## src/rtl/ldpc_qc_enc_if.sv

```systemverilog
// Stream and configuration bundle for the QC-LDPC encoder.
// The master side feeds info bits and generator rows and drains the codeword; the slave is the encoder.
interface ldpc_qc_enc_if #(
   parameter int R = 5,
   parameter int C = 3,
   parameter int D = 8
);
   localparam int AW = $clog2((R-C)*C);

   logic          cfg_we;
   logic [AW-1:0] cfg_addr;
   logic [D-1:0]  cfg_data;
   logic          in_valid;
   logic          in_ready;
   logic          in_bit;
   logic          out_valid;
   logic          out_ready;
   logic          out_bit;
   logic          out_last;
   logic          busy;

   modport master (
      output cfg_we, cfg_addr, cfg_data, in_valid, in_bit, out_ready,
      input  in_ready, out_valid, out_bit, out_last, busy
   );

   modport slave (
      input  cfg_we, cfg_addr, cfg_data, in_valid, in_bit, out_ready,
      output in_ready, out_valid, out_bit, out_last, busy
   );
endinterface

```

## src/rtl/ldpc_qc_enc.sv

```systemverilog
// Systematic QC-LDPC encoder: info bits pass through, then C*D parity bits from a rotating-row accumulator.
// Optional macro LDPC_ENC_PUNCT_EN suppresses emission of info block 0 (parity is unaffected).
//
// state  | meaning
// IDLE   | waiting for in_valid; generator rows writable
// INFO   | accepting info bits, accumulating parity, forwarding bits
// PARITY | draining P[0..C-1] LSB-first, out_last on the final bit
module ldpc_qc_enc #(
   parameter int R = 5,
   parameter int C = 3,
   parameter int D = 8
) (
   input logic         clk,
   input logic         rst,
   ldpc_qc_enc_if.slave bus
);
   localparam int NG = (R-C)*C;
   localparam int AW = $clog2(NG);
   localparam int TW = $clog2(D);
   localparam int BW = ((R-C) > 1) ? $clog2(R-C) : 1;
   localparam int CW = (C > 1) ? $clog2(C) : 1;

   typedef enum logic [1:0] {IDLE, INFO, PARITY} state_t;

   state_t        state, state_nxt;
   logic [TW-1:0] t, pt;
   logic [BW-1:0] b, ld_blk;
   logic [CW-1:0] pj;
   logic [D-1:0]  g     [NG];
   logic [D-1:0]  p     [C];
   logic [D-1:0]  w     [C];
   logic [D-1:0]  g_row [C];
   logic          out_valid_r, out_bit_r, out_last_r;
   logic          in_ready_c, busy_c, punct, accept, drain, last_in;

   // Generator rows survive reset on purpose; only IDLE writes are honoured.
   always_ff @(posedge clk) begin
      if (bus.cfg_we && state == IDLE)
         g[bus.cfg_addr] <= bus.cfg_data;
   end

   // Row source: block 0 when starting a frame, otherwise the next block at a wrap.
   always_comb begin
      ld_blk = '0;
      if (state == INFO && int'(b) < R-C-1)
         ld_blk = b + 1'b1;
      for (int j = 0; j < C; j++)
         g_row[j] = g[AW'(int'(ld_blk)*C + j)];
   end

   always_ff @(posedge clk) begin
      if (rst) state <= IDLE;
      else     state <= state_nxt;
   end

   always_comb begin
      state_nxt = state;
      case (state)
         IDLE:    if (bus.in_valid) state_nxt = INFO;
         INFO:    if (accept && last_in) state_nxt = PARITY;
         PARITY:  if (drain && out_last_r) state_nxt = IDLE;
         default: state_nxt = IDLE;
      endcase
   end

   always_comb begin
      punct = 1'b0;
`ifdef LDPC_ENC_PUNCT_EN
      punct = (state == INFO) && (b == '0);
`endif
      in_ready_c = (state == INFO) && (punct || !out_valid_r || bus.out_ready);
      accept     = in_ready_c && bus.in_valid;
      drain      = out_valid_r && bus.out_ready;
      last_in    = (b == BW'(R-C-1)) && (t == TW'(D-1));
      busy_c     = (state != IDLE);
   end

   always_ff @(posedge clk) begin
      if (rst) begin
         t           <= '0;
         b           <= '0;
         pt          <= '0;
         pj          <= '0;
         out_valid_r <= 1'b0;
         out_bit_r   <= 1'b0;
         out_last_r  <= 1'b0;
         for (int j = 0; j < C; j++) begin
            p[j] <= '0;
            w[j] <= '0;
         end
      end else begin
         case (state)
            IDLE: if (bus.in_valid) begin
               t  <= '0;
               b  <= '0;
               pt <= '0;
               pj <= '0;
               for (int j = 0; j < C; j++) begin
                  p[j] <= '0;
                  w[j] <= g_row[j];
               end
            end
            INFO: begin
               if (accept) begin
                  for (int j = 0; j < C; j++) begin
                     if (bus.in_bit) p[j] <= p[j] ^ w[j];
                     w[j] <= (t == TW'(D-1)) ? g_row[j] : {w[j][D-2:0], w[j][D-1]};
                  end
                  if (t == TW'(D-1)) begin
                     t <= '0;
                     b <= b + 1'b1;
                  end else begin
                     t <= t + 1'b1;
                  end
               end
               if (accept && !punct) begin
                  out_bit_r   <= bus.in_bit;
                  out_valid_r <= 1'b1;
               end else if (drain) begin
                  out_valid_r <= 1'b0;
               end
            end
            PARITY: begin
               // The final bit carries out_last; once it drains nothing more is loaded.
               if ((!out_valid_r || bus.out_ready) && !out_last_r) begin
                  out_bit_r   <= p[pj][pt];
                  out_valid_r <= 1'b1;
                  out_last_r  <= (pj == CW'(C-1)) && (pt == TW'(D-1));
                  if (pt == TW'(D-1)) begin
                     pt <= '0;
                     pj <= pj + 1'b1;
                  end else begin
                     pt <= pt + 1'b1;
                  end
               end else if (drain) begin
                  out_valid_r <= 1'b0;
                  out_last_r  <= 1'b0;
               end
            end
            default: ;
         endcase
      end
   end

   assign bus.in_ready  = in_ready_c;
   assign bus.out_valid = out_valid_r;
   assign bus.out_bit   = out_bit_r;
   assign bus.out_last  = out_last_r;
   assign bus.busy      = busy_c;
endmodule

```

## src/flat_wrapper.sv

```systemverilog
// flat-port wrapper written by rule: the top's interface ports become plain ports
module ldpc_qc_enc_flat 
#(
   parameter int R = 5,
   parameter int C = 3,
   parameter int D = 8
)
  (clk, rst, bus_cfg_we, bus_cfg_addr, bus_cfg_data, bus_in_valid, bus_in_bit, bus_out_ready, bus_in_ready, bus_out_valid, bus_out_bit, bus_out_last, bus_busy);
  ldpc_qc_enc_if #(.R(R), .C(C), .D(D)) bus_i ();
  input logic clk;
  input logic rst;
  input wire logic [$bits(bus_i.cfg_we)-1:0] bus_cfg_we;
  input wire logic [$bits(bus_i.cfg_addr)-1:0] bus_cfg_addr;
  input wire logic [$bits(bus_i.cfg_data)-1:0] bus_cfg_data;
  input wire logic [$bits(bus_i.in_valid)-1:0] bus_in_valid;
  input wire logic [$bits(bus_i.in_bit)-1:0] bus_in_bit;
  input wire logic [$bits(bus_i.out_ready)-1:0] bus_out_ready;
  output wire logic [$bits(bus_i.in_ready)-1:0] bus_in_ready;
  output wire logic [$bits(bus_i.out_valid)-1:0] bus_out_valid;
  output wire logic [$bits(bus_i.out_bit)-1:0] bus_out_bit;
  output wire logic [$bits(bus_i.out_last)-1:0] bus_out_last;
  output wire logic [$bits(bus_i.busy)-1:0] bus_busy;
  assign bus_i.cfg_we = bus_cfg_we;
  assign bus_i.cfg_addr = bus_cfg_addr;
  assign bus_i.cfg_data = bus_cfg_data;
  assign bus_i.in_valid = bus_in_valid;
  assign bus_i.in_bit = bus_in_bit;
  assign bus_i.out_ready = bus_out_ready;
  assign bus_in_ready = bus_i.in_ready;
  assign bus_out_valid = bus_i.out_valid;
  assign bus_out_bit = bus_i.out_bit;
  assign bus_out_last = bus_i.out_last;
  assign bus_busy = bus_i.busy;
  ldpc_qc_enc #(.R(R), .C(C), .D(D)) u_core (.clk(clk), .rst(rst), .bus(bus_i));
endmodule
```

## config.mk

```make
export PLATFORM = sky130hd
export DESIGN_NAME = ldpc_qc_enc_flat
export DESIGN_NICKNAME = d
export VERILOG_FILES = /design/src/rtl/ldpc_qc_enc_if.sv /design/src/rtl/ldpc_qc_enc.sv /design/src/flat_wrapper.sv
export SDC_FILE = /design/constraint.sdc
export NUM_CORES = 1
export LEC_CHECK = 0
export CORE_ASPECT_RATIO = 0.8
export CORE_UTILIZATION = 60
export DETAILED_ROUTE_END_ITERATION = 12
export PLACE_DENSITY_LB_ADDON = 0.15
export SLEW_MARGIN = 20
export SYNTH_ARGS = -nofsm -noshare
export SYNTH_HDL_FRONTEND = slang
export SYNTH_SLANG_ARGS = --single-unit
```

## constraint.sdc

```tcl
create_clock -name clk -period 2.8 [get_ports clk]
set_input_delay 0.28 -clock clk [delete_from_list [all_inputs] [get_ports clk]]
set_output_delay 0.28 -clock clk [all_outputs]
set_load 0.02 [all_outputs]
```

; ---- After elaboration in Yosys (flattened, before gate mapping)
; Memories as Yosys holds them, arrays and structs flattened. A register that Yosys moved wholly into a read port is not among the register bits.
; Cells that the tools add are included.
[totals]
register_bits = 14
mem_bits_rw = 96
wordCells = 138
out_inout_bits = 5
mem_count = 3
input_bits = 17
[memory_table]
columns = name, depth, word_bits, rd, rd_clocked_by_memory_dff, wr, line
row1 = u_core.g, 6, 8, 3, 0, 1, ldpc_qc_enc.sv:29  ; logic [D-1:0] g [NG];
row2 = u_core.p, 3, 8, 4, 1, 3, ldpc_qc_enc.sv:30  ; logic [D-1:0] p [C];
row3 = u_core.w, 3, 8, 3, 0, 3, ldpc_qc_enc.sv:31  ; logic [D-1:0] w [C];
[op_classes]
reduce_logical = 26
mul = 1
magnitude_cmp = 2
n_bitwise = 15
muxes = 65
eq_ne = 12
addsub = 6
[op_table]
columns = operator, count
row1 = $mux W8, 15
row2 = $mux W1, 29
row3 = $xor A8 B8 Y8, 3
row4 = $mux W2, 8
row5 = $mux W3, 5
row6 = $or A1 B1 Y1, 12
row7 = $pmux W3 S2, 2
row8 = $reduce_and A3 Y1, 4
row9 = $logic_and A1 B1 Y1, 10
row10 = $ne A2 B1 Y1 const B, 5
row11 = $reduce_bool A2 Y1, 5
row12 = $reduce_and A4 Y1, 2
row13 = $add A3 B1 Y3 const B, 2
row14 = $eq A3 B3 Y1 const B, 2
row15 = $pmux W1 S2, 3
row16 = $pmux W2 S3, 1
row17 = $eq A2 B2 Y1 const B, 2
row18 = $lt A3 B4 Y1 const B, 1
row19 = $ne A2 B2 Y1 const B, 2
row20 = $pmux W2 S2, 1
row21 = $add A3 B2 Y3 const B, 1
row22 = $add A3 B3 Y3 const B, 1
row23 = $bmux W1 S3, 1
row24 = $mul A1 B2 Y3 const B, 1
row25 = 8 further kinds, 9

; ---- Depth between registers and ports, before layout
; Gate-level depths: netlist (run 1).
[depth]
depth_word = 9
ltp_mapped = 8
ltp_nobuf = 7

; ---- Worst setup path before layout (run 1)
; No wires, ideal clock.
[synth_path]
kind = register to register
from = register u_core.state[1]
to = memory u_core.w[0][0], enable pin
arrival_time_ns = 1.634
synth_period_minus_slack_ns = 2.019
stages_incl_launch_ff = 6
path_slack_ns = 0.781
setup_ns = 0.384
required_ns = 2.416
path_buffers = 0
path_cell_list = dfxtp_1 inv_1 ha_1 and2_1 o21ai_0 nand2b_1
[synth_lines]
columns = item, line
row1 = from (decl), ldpc_qc_enc.sv:25  ; state_t state, state_nxt;
row2 = from (signal assigned), ldpc_qc_enc.sv:53  ; else state <= state_nxt;
row3 = to (decl), ldpc_qc_enc.sv:31

; ---- Worst setup path after layout (run 1)
[layout_path]
from = register u_core.state[1]
to = output bus_in_ready
[layout_via]
elab_chain_len = 2
[layout_rtl]
columns = item, line
row1 = $eq A2 B1 Y1, ldpc_qc_enc.sv:71  ; in_ready_c = (state == INFO) && (punct || !out_valid_r || bus.out_ready);
row2 = $logic_and A1 B1 Y1, ldpc_qc_enc.sv:71
row3 = to (decl), flat_wrapper.sv:18  ; output wire logic [$bits(bus_i.in_ready)-1:0] bus_in_ready;
; No other way between the ends.

==> run_summary.xml, run 1 <==
<?xml version="1.0" encoding="UTF-8"?>
<metrics>
  <group name="routing">
    <metric name="via_count" unit="">2831</metric>
    <metric name="antenna_left" unit="">0</metric>
    <metric name="routed_wire_length_per_instance" unit="um">17.0</metric>
    <metric name="route.detailed.vias_per_inst" unit="">5.65</metric>
    <metric name="drt-total-wl" unit="um">8500</metric>
    <metric name="route.detailed.drc" unit="">0</metric>
    <metric name="drt_first_iter_violations" unit="">167</metric>
    <metric name="drt_first_pass_iters" unit="">4</metric>
  </group>
  <group name="synth">
    <metric name="yosysUniqueCellTypes" unit="">34</metric>
    <metric name="ys_async_sr_fraction" unit="%">0</metric>
    <metric name="seq_area_frac_synth" unit="%">65.6</metric>
    <metric name="postSynthRegisterBits" unit="">112</metric>
    <metric name="synthCells" unit="">363</metric>
    <metric name="synth_edf_count" unit="">96</metric>
    <metric name="synth_area" unit="um2">4890</metric>
    <metric name="post_synth.cell_area_avg" unit="um2">13.5</metric>
    <metric name="synth-main-ff-cell" unit="">edfxtp_1</metric>
    <metric name="postSynthNetCount" unit="">389</metric>
    <metric name="synth.yosys.warnings" unit="">0</metric>
  </group>
  <group name="timing">
    <metric name="setup_violations" unit="">0</metric>
    <metric name="timing.clock.skew" unit="ns">0.0134</metric>
    <metric name="max_freq" unit="GHz">0.430</metric>
    <metric name="slew_headroom" unit="%">48.1</metric>
    <metric name="hold_viol" unit="">0</metric>
    <metric name="rsz0062_at_grt" unit="">false</metric>
    <metric name="finalMaxSlewViolations" unit="">0</metric>
    <metric name="slew_worst_pin" unit="ns">0.776</metric>
    <metric name="layout_min_cycle_time" unit="ns">2.32</metric>
    <metric name="layout_worst_path_cycle_share" unit="%">83.0</metric>
    <metric name="tns" unit="ns">0</metric>
    <metric name="fin_ws" unit="ns">0.477</metric>
  </group>
  <group name="global_route">
    <metric name="grt_pass1_vias" unit="">2487</metric>
    <metric name="grt_max_degree" unit="">49</metric>
    <metric name="grt_overflow_total" unit="">0</metric>
    <metric name="antenna_violations_before_repair" unit="">0</metric>
    <metric name="grt_pass1_wl" unit="um">13200</metric>
    <metric name="gr-usage-all-layers" unit="%">22.0</metric>
  </group>
  <group name="floorplanning">
    <metric name="start_util" unit="%">61.8</metric>
    <metric name="io_pins" unit="">22</metric>
    <metric name="die_area" unit="um2">8510</metric>
    <metric name="row_count" unit="">29</metric>
    <metric name="die_w" unit="um">103</metric>
    <metric name="die-height" unit="um">82.7</metric>
    <metric name="core_region_area" unit="um2">7910</metric>
  </group>
  <group name="clock_network">
    <metric name="hold_buffers" unit="">0</metric>
    <metric name="clkTransAtPathRegs" unit="ns">0.11</metric>
    <metric name="cts.sink_count" unit="">112</metric>
    <metric name="cts-buffers-inserted" unit="">9</metric>
    <metric name="cts-resized-gates" unit="">0</metric>
    <metric name="clkLatencyLatePin" unit="ns">0.38</metric>
    <metric name="cts_max_level" unit="">3</metric>
    <metric name="root_buffer" unit="">clkbuf_8</metric>
    <metric name="cts_tree" unit="">yes</metric>
    <metric name="cts_setup_buffers" unit="">0</metric>
    <metric name="cts.path.max_buffers" unit="">2</metric>
  </group>
  <group name="worst_setup_path">
    <metric name="crit_path_start" unit="">u_core.state[1]</metric>
    <metric name="crit-reg2reg-launch" unit="">u_core.state[1]</metric>
    <metric name="timing.critical_path.arrival" unit="ns">2.04</metric>
    <metric name="timing_worst_setup_path_type" unit="">reg -&gt; out</metric>
    <metric name="reg2regPathDepth" unit="">6</metric>
    <metric name="sort_of_element_at_the_end_of_the_critical_path" unit="">primary output</metric>
    <metric name="critPathMaxFanout" unit="">8</metric>
    <metric name="crit_end" unit="">bus_in_ready</metric>
    <metric name="wp_data_required" unit="ns">2.52</metric>
    <metric name="ff2ff_setup_slack" unit="ns">0.71</metric>
    <metric name="critical_path.startpoint_type" unit="">register</metric>
    <metric name="timing.rr.end" unit="">u_core.w[0][14]</metric>
  </group>
  <group name="job">
    <metric name="cap_violations" unit="">0</metric>
  </group>
  <group name="worst_hold_path">
    <metric name="hold_class" unit="">reg -&gt; reg</metric>
    <metric name="timing.hold.worst.start" unit="">u_core.t[0]</metric>
  </group>
  <group name="cells_and_area">
    <metric name="share_of_layout_cells_above_drive_strength_1" unit="%">9.41</metric>
    <metric name="syn_to_final_growth" unit="%">10.9</metric>
    <metric name="finish.net_count" unit="">414</metric>
    <metric name="most_used_cells_in_the_layout_excluding_fill_and_tap_cells" unit="">edfxtp_1, nor2_1, mux2i_1, a211oi_1, xnor2_1</metric>
    <metric name="most_common_cell_after_layout_fill_and_taps_aside" unit="">edfxtp_1</metric>
    <metric name="fillCellCount" unit="">580</metric>
    <metric name="n_antenna_cell" unit="">0</metric>
  </group>
  <group name="power_and_ir_drop">
    <metric name="pwr-share-seq" unit="%">54.1</metric>
    <metric name="sw_pwr" unit="uW">1290</metric>
    <metric name="power_density_over_the_cells" unit="nW/um2">763</metric>
    <metric name="power.clock.fraction" unit="%">21.2</metric>
    <metric name="power.combinational.fraction" unit="%">24.6</metric>
    <metric name="power_report.internal_total" unit="uW">2850</metric>
    <metric name="p_leak" unit="uW">0.00184</metric>
    <metric name="irDropWorstVdd" unit="mV">0.555</metric>
    <metric name="netSwitchingFraction" unit="%">31.1</metric>
  </group>
  <group name="placement">
    <metric name="gpl.final_weighted_congestion" unit="">0.845</metric>
    <metric name="io_buffer_count" unit="">21</metric>
    <metric name="detailedPlacementHpwl" unit="um">5860</metric>
    <metric name="dpl_worst_slack" unit="ns">0.548</metric>
  </group>
  <group name="status">
    <metric name="run_status" unit="">completed</metric>
  </group>
</metrics>
==> worst max-delay path, cell delays in order, from the launching register on <==
cell,delay [ns]
dfxtp_1,0.35
inv_1,0.12
ha_1,0.32
and2_1,0.24
clkdlybuf4s50_1,0.64
==> worst min path at each step <==
stage	endpoint	depth (start not counted)
2_1_floorplan	u_core.g[0][0]	0
3_3_place_gp	u_core.t[0]	2
3_5_place_dp	u_core.t[0]	2
4_1_cts	u_core.t[0]	2
5_1_grt	u_core.t[0]	2
6_report	u_core.t[0]	2
==> sequential cells by signal (all words and copies together), names as in the netlist, named ones only <==
register,flops
u_core.state,2
u_core.b,1
u_core.w,24
u_core.bus.out_last,1
u_core.pj,2
u_core.bus.out_valid,1
u_core.bus.out_bit,1
u_core.t,3
u_core.pt,3
u_core.g,48
u_core.p,24
==> cell type report <==
class	count	area (um2)	area share [%]
clock buffer	9	124	2.29
clock inverter	7	53.8	0.993
inverter	6	22.5	0.416
multi-input combinational	227	1590	29.3
sequential	112	3200	59.1
tap	108	135	2.49
timing repair buffer	32	293	5.40
==> cell usage after synthesis (5+ instances only) <==
library cell | number | area (um2)
buf_2 | 7 | 35.0
a21oi_1 | 5 | 25.0
ha_1 | 9 | 113
xnor2_1 | 24 | 210
mux2_2 | 5 | 56.3
nand3b_1 | 5 | 37.5
edfxtp_1 | 96 | 2880
mux2i_1 | 28 | 280
a211oi_1 | 27 | 203
a22oi_1 | 6 | 45.0
dfxtp_1 | 16 | 320
clkbuf_1 | 10 | 37.5
o21ai_0 | 11 | 55.1
inv_1 | 6 | 22.5
nand2_1 | 9 | 33.8
nor2_1 | 64 | 240
==> cell families after synthesis <==
| group | Yosys count | synth area share, % |
|---|---|---|
| flops | 112 | 65.6 |
| buf+inv | 24 | 2.02 |
| simple gates | 102 | 9.37 |
| fa+ha+maj | 9 | 2.30 |
| xor+xnor | 24 | 4.30 |
| mux | 37 | 8.73 |
| compound gates | 55 | 7.71 |
==> power by group through the flow <==
| stage | registers (uW) | clock network [uW] | logic (uW) |
|---|---|---|---|
| after global placement | 2270 | 0 | 994 |
| after detailed placement | 2270 | 0 | 1010 |
| after floorplan | 2220 | 0 | 749 |
| after global routing | 2260 | 961 | 1110 |
| after CTS | 2240 | 894 | 1020 |
| final | 2240 | 878 | 1020 |
==> stage by stage <==
| step | hold WS (ns) | area (um2) | power [uW] | std cells | utilization [%] |
|---|---|---|---|---|---|
| global placement | 0.459 | 5240 | 3260 | 485 | 66.2 |
| global route | 0.525 | 5420 | 4330 | 501 | 68.5 |
| detailed placement | 0.466 | 5240 | 3280 | 485 | 66.2 |
| finish | 0.481 | 5420 | 4130 | 501 | 68.5 |
| floorplan | 0.379 | 4890 | 2970 | 363 | - |
| CTS | 0.481 | 5420 | 4150 | 501 | 68.5 |
==> per-layer routing <==
layer	track usage [%]	part of all wire [%]	up-vias
li1	-	-	1394
met3	7.58	5.9	2
met5	0	0	-
met2	32.6	44	82
met1	31.9	50	1353
met4	4.23	0.34	0
Power figures use the tool's default switching activity.
==> run 2: changes to the inputs <==
--- a/config.mk
+++ b/config.mk
@@ -6,7 +6,7 @@
 export NUM_CORES = 1
 export LEC_CHECK = 0
 export CORE_ASPECT_RATIO = 0.8
-export CORE_UTILIZATION = 60
+export CORE_UTILIZATION = 54
 export DETAILED_ROUTE_END_ITERATION = 12
 export PLACE_DENSITY_LB_ADDON = 0.15
 export SLEW_MARGIN = 20
==> constraint.sdc (replaced) <==
create_clock -name clk -period 2 [get_ports clk]
set_input_delay 0.2 -clock clk [delete_from_list [all_inputs] [get_ports clk]]
set_output_delay 0.2 -clock clk [all_outputs]
set_load 0.02 [all_outputs]
==> run_summary.xml, run 2 (synthesized netlist as in run 1, its figures left out) <==
<?xml version="1.0" encoding="UTF-8"?>
<metrics>
  <group name="clock_network">
    <metric name="cts.path.max_buffers" unit="">2</metric>
    <metric name="clkTransAtPathRegs" unit="ns">0.08</metric>
    <metric name="cts-buffers-inserted" unit="">9</metric>
    <metric name="cts.sink_count" unit="">112</metric>
    <metric name="cts_max_level" unit="">3</metric>
    <metric name="clkLatencyLatePin" unit="ns">0.35</metric>
    <metric name="cts_tree" unit="">yes</metric>
    <metric name="cts_setup_buffers" unit="">0</metric>
    <metric name="root_buffer" unit="">clkbuf_16</metric>
  </group>
  <group name="cells_and_area">
    <metric name="largest_register_ffs" unit="">48</metric>
    <metric name="finish.net_count" unit="">422</metric>
    <metric name="syn_to_final_growth" unit="%">16.4</metric>
    <metric name="most_used_cells_in_the_layout_excluding_fill_and_tap_cells" unit="">edfxtp_1, nor2_1, mux2i_1, a211oi_1, xnor2_1</metric>
    <metric name="final_core_utilization" unit="%">65.9</metric>
    <metric name="share_of_layout_cells_above_drive_strength_1" unit="%">13.5</metric>
    <metric name="most_common_cell_after_layout_fill_and_taps_aside" unit="">edfxtp_1</metric>
    <metric name="final_cells" unit="">513</metric>
    <metric name="reg.largest.list" unit="">u_core.g x48, u_core.p x24, u_core.w x24</metric>
    <metric name="n_antenna_cell" unit="">0</metric>
    <metric name="top_register" unit="">u_core.g</metric>
    <metric name="postLayoutCellArea" unit="um2">5690</metric>
    <metric name="fillCellCount" unit="">650</metric>
  </group>
  <group name="floorplanning">
    <metric name="die_area" unit="um2">9440</metric>
    <metric name="die_w" unit="um">108</metric>
    <metric name="core_region_area" unit="um2">8630</metric>
    <metric name="io_pins" unit="">22</metric>
    <metric name="die-height" unit="um">87.1</metric>
    <metric name="row_count" unit="">30</metric>
    <metric name="start_util" unit="%">56.6</metric>
  </group>
  <group name="power_and_ir_drop">
    <metric name="power_report.internal_total" unit="uW">4520</metric>
    <metric name="netSwitchingFraction" unit="%">30.2</metric>
    <metric name="sw_pwr" unit="uW">1950</metric>
    <metric name="pwr-share-seq" unit="%">48.4</metric>
    <metric name="power_density_over_the_cells" unit="nW/um2">1140</metric>
    <metric name="irDropWorstVdd" unit="mV">0.760</metric>
    <metric name="power.combinational.fraction" unit="%">23.9</metric>
    <metric name="p_leak" unit="uW">0.00197</metric>
    <metric name="power.clock.fraction" unit="%">27.7</metric>
  </group>
  <group name="placement">
    <metric name="detailedPlacementHpwl" unit="um">6370</metric>
    <metric name="placedCellCount" unit="">497</metric>
    <metric name="io_buffer_count" unit="">21</metric>
    <metric name="dpl-instance-area" unit="um2">5360</metric>
    <metric name="gpl.final_weighted_congestion" unit="">0.766</metric>
  </group>
  <group name="timing">
    <metric name="setup_violations" unit="">0</metric>
    <metric name="max_freq" unit="GHz">0.518</metric>
    <metric name="finalHoldWorstSlack" unit="ns">0.479</metric>
    <metric name="hold_viol" unit="">0</metric>
    <metric name="timing.clock.skew" unit="ns">0.0146</metric>
    <metric name="layout_worst_path_cycle_share" unit="%">96.4</metric>
    <metric name="layout_min_cycle_time" unit="ns">1.93</metric>
    <metric name="slew_worst_pin" unit="ns">0.471</metric>
    <metric name="finalMaxSlewViolations" unit="">0</metric>
    <metric name="slew_headroom" unit="%">68.2</metric>
    <metric name="tns" unit="ns">0</metric>
  </group>
  <group name="status">
    <metric name="run_status" unit="">completed</metric>
  </group>
  <group name="worst_setup_path">
    <metric name="critical_path.startpoint_type" unit="">register</metric>
    <metric name="sort_of_element_at_the_end_of_the_critical_path" unit="">register</metric>
    <metric name="wp_data_required" unit="ns">2.23</metric>
    <metric name="timing.critical_path.arrival" unit="ns">2.16</metric>
    <metric name="critPathMaxFanout" unit="">5</metric>
    <metric name="timing_worst_setup_path_type" unit="">reg -&gt; reg</metric>
  </group>
  <group name="global_route">
    <metric name="gr-usage-all-layers" unit="%">21.0</metric>
    <metric name="grt_overflow_total" unit="">0</metric>
    <metric name="grt_max_degree" unit="">49</metric>
    <metric name="grt_pass1_wl" unit="um">14400</metric>
    <metric name="antenna_violations_before_repair" unit="">0</metric>
    <metric name="grt_pass1_vias" unit="">2676</metric>
  </group>
  <group name="routing">
    <metric name="route.detailed.drc" unit="">0</metric>
    <metric name="drt_first_iter_violations" unit="">146</metric>
    <metric name="drt-total-wl" unit="um">8910</metric>
    <metric name="via_count" unit="">2896</metric>
    <metric name="route.detailed.vias_per_inst" unit="">5.65</metric>
    <metric name="drt_first_pass_iters" unit="">5</metric>
    <metric name="antenna_left" unit="">0</metric>
    <metric name="routed_wire_length_per_instance" unit="um">17.4</metric>
  </group>
  <group name="worst_hold_path">
    <metric name="hold_class" unit="">reg -&gt; reg</metric>
    <metric name="timing.hold.worst.start" unit="">u_core.t[0]</metric>
  </group>
  <group name="job">
    <metric name="cap_violations" unit="">0</metric>
  </group>
</metrics>
[run 2: cell count changes in the layout (fill, tap and decap cells not counted), moves of 3 or more]
cell       previous run  this run
buf_12                0         4
buf_4                11        15
ha_2                  0         3
clkbuf_16             0         9
ha_1                  9         6
clkbuf_8              9         0
clkinv_8              0         3
[run 2: final timing paths]
path	slack, ns	end	depth (start not counted)
hold / removal	0.48	u_core.t[0]	2
hold reg to reg	0.48	u_core.t[0]	2
setup reg to reg	0.07	u_core.bus.out_bit	5
setup / recovery	0.07	u_core.bus.out_bit	5
[run 2: per-stage QoR]
stage | total power [uW] | worst slack (ns)
2_1_floorplan | 4160 | 0.0373
3_3_place_gp | 4680 | -0.121
3_5_place_dp | 4720 | -0.152
4_1_cts | 6490 | 0.0531
5_1_grt | 6780 | -0.0293
6_report | 6470 | 0.0713
[run 2: critical path: stages (launching register included)]
cell	delay [ns]
dfxtp_2	0.40
mux2_2	0.36
mux4_2	0.45
mux2_2	0.28
o2bb2ai_1	0.22
a211oi_1	0.10
[run 2: power by group through the flow]
stage | Sequential (uW) | Clock [uW] | Combinational [uW]
6_report | 3130 | 1790 | 1550
5_1_grt | 3170 | 1920 | 1700
4_1_cts | 3130 | 1830 | 1530
3_5_place_dp | 3190 | 0 | 1540
3_3_place_gp | 3180 | 0 | 1500
2_1_floorplan | 3110 | 0 | 1050
[run 2: timing repair]
action | CTS | global route
hold buffers | 0 | 0
resized for setup | 4 | 4
setup endpoints to repair | 4 | 23
[run 2: per-layer routing]
layer	global-route usage [%]	vias up	routed length [um]
li1	-	1418	-
met1	31.2	1409	4410
met2	31.7	61	4000
met3	4.04	8	436
met4	5.90	0	64
met5	0	-	0
[run 2: area by class of cell]
class | count | area (um2) | area share [%]
repair buffers | 40 | 400 | 7.04
multi-input cells | 227 | 1600 | 28.2
well taps | 112 | 140 | 2.46
inverters | 6 | 22.5 | 0.396
clock buffers | 9 | 225 | 3.96
clock inverters | 7 | 88.8 | 1.56
flip-flops and latches | 112 | 3200 | 56.4
==> run 3: changes to the inputs <==
--- a/config.mk
+++ b/config.mk
@@ -9,7 +9,7 @@
 export CORE_UTILIZATION = 54
 export DETAILED_ROUTE_END_ITERATION = 12
 export PLACE_DENSITY_LB_ADDON = 0.15
-export SLEW_MARGIN = 20
+export SLEW_MARGIN = 5
 export SYNTH_ARGS = -nofsm -noshare
 export SYNTH_HDL_FRONTEND = slang
 export SYNTH_SLANG_ARGS = --single-unit
==> results of run 3 <==
The final DEF is identical to that of run 2; final timing and power are the same.
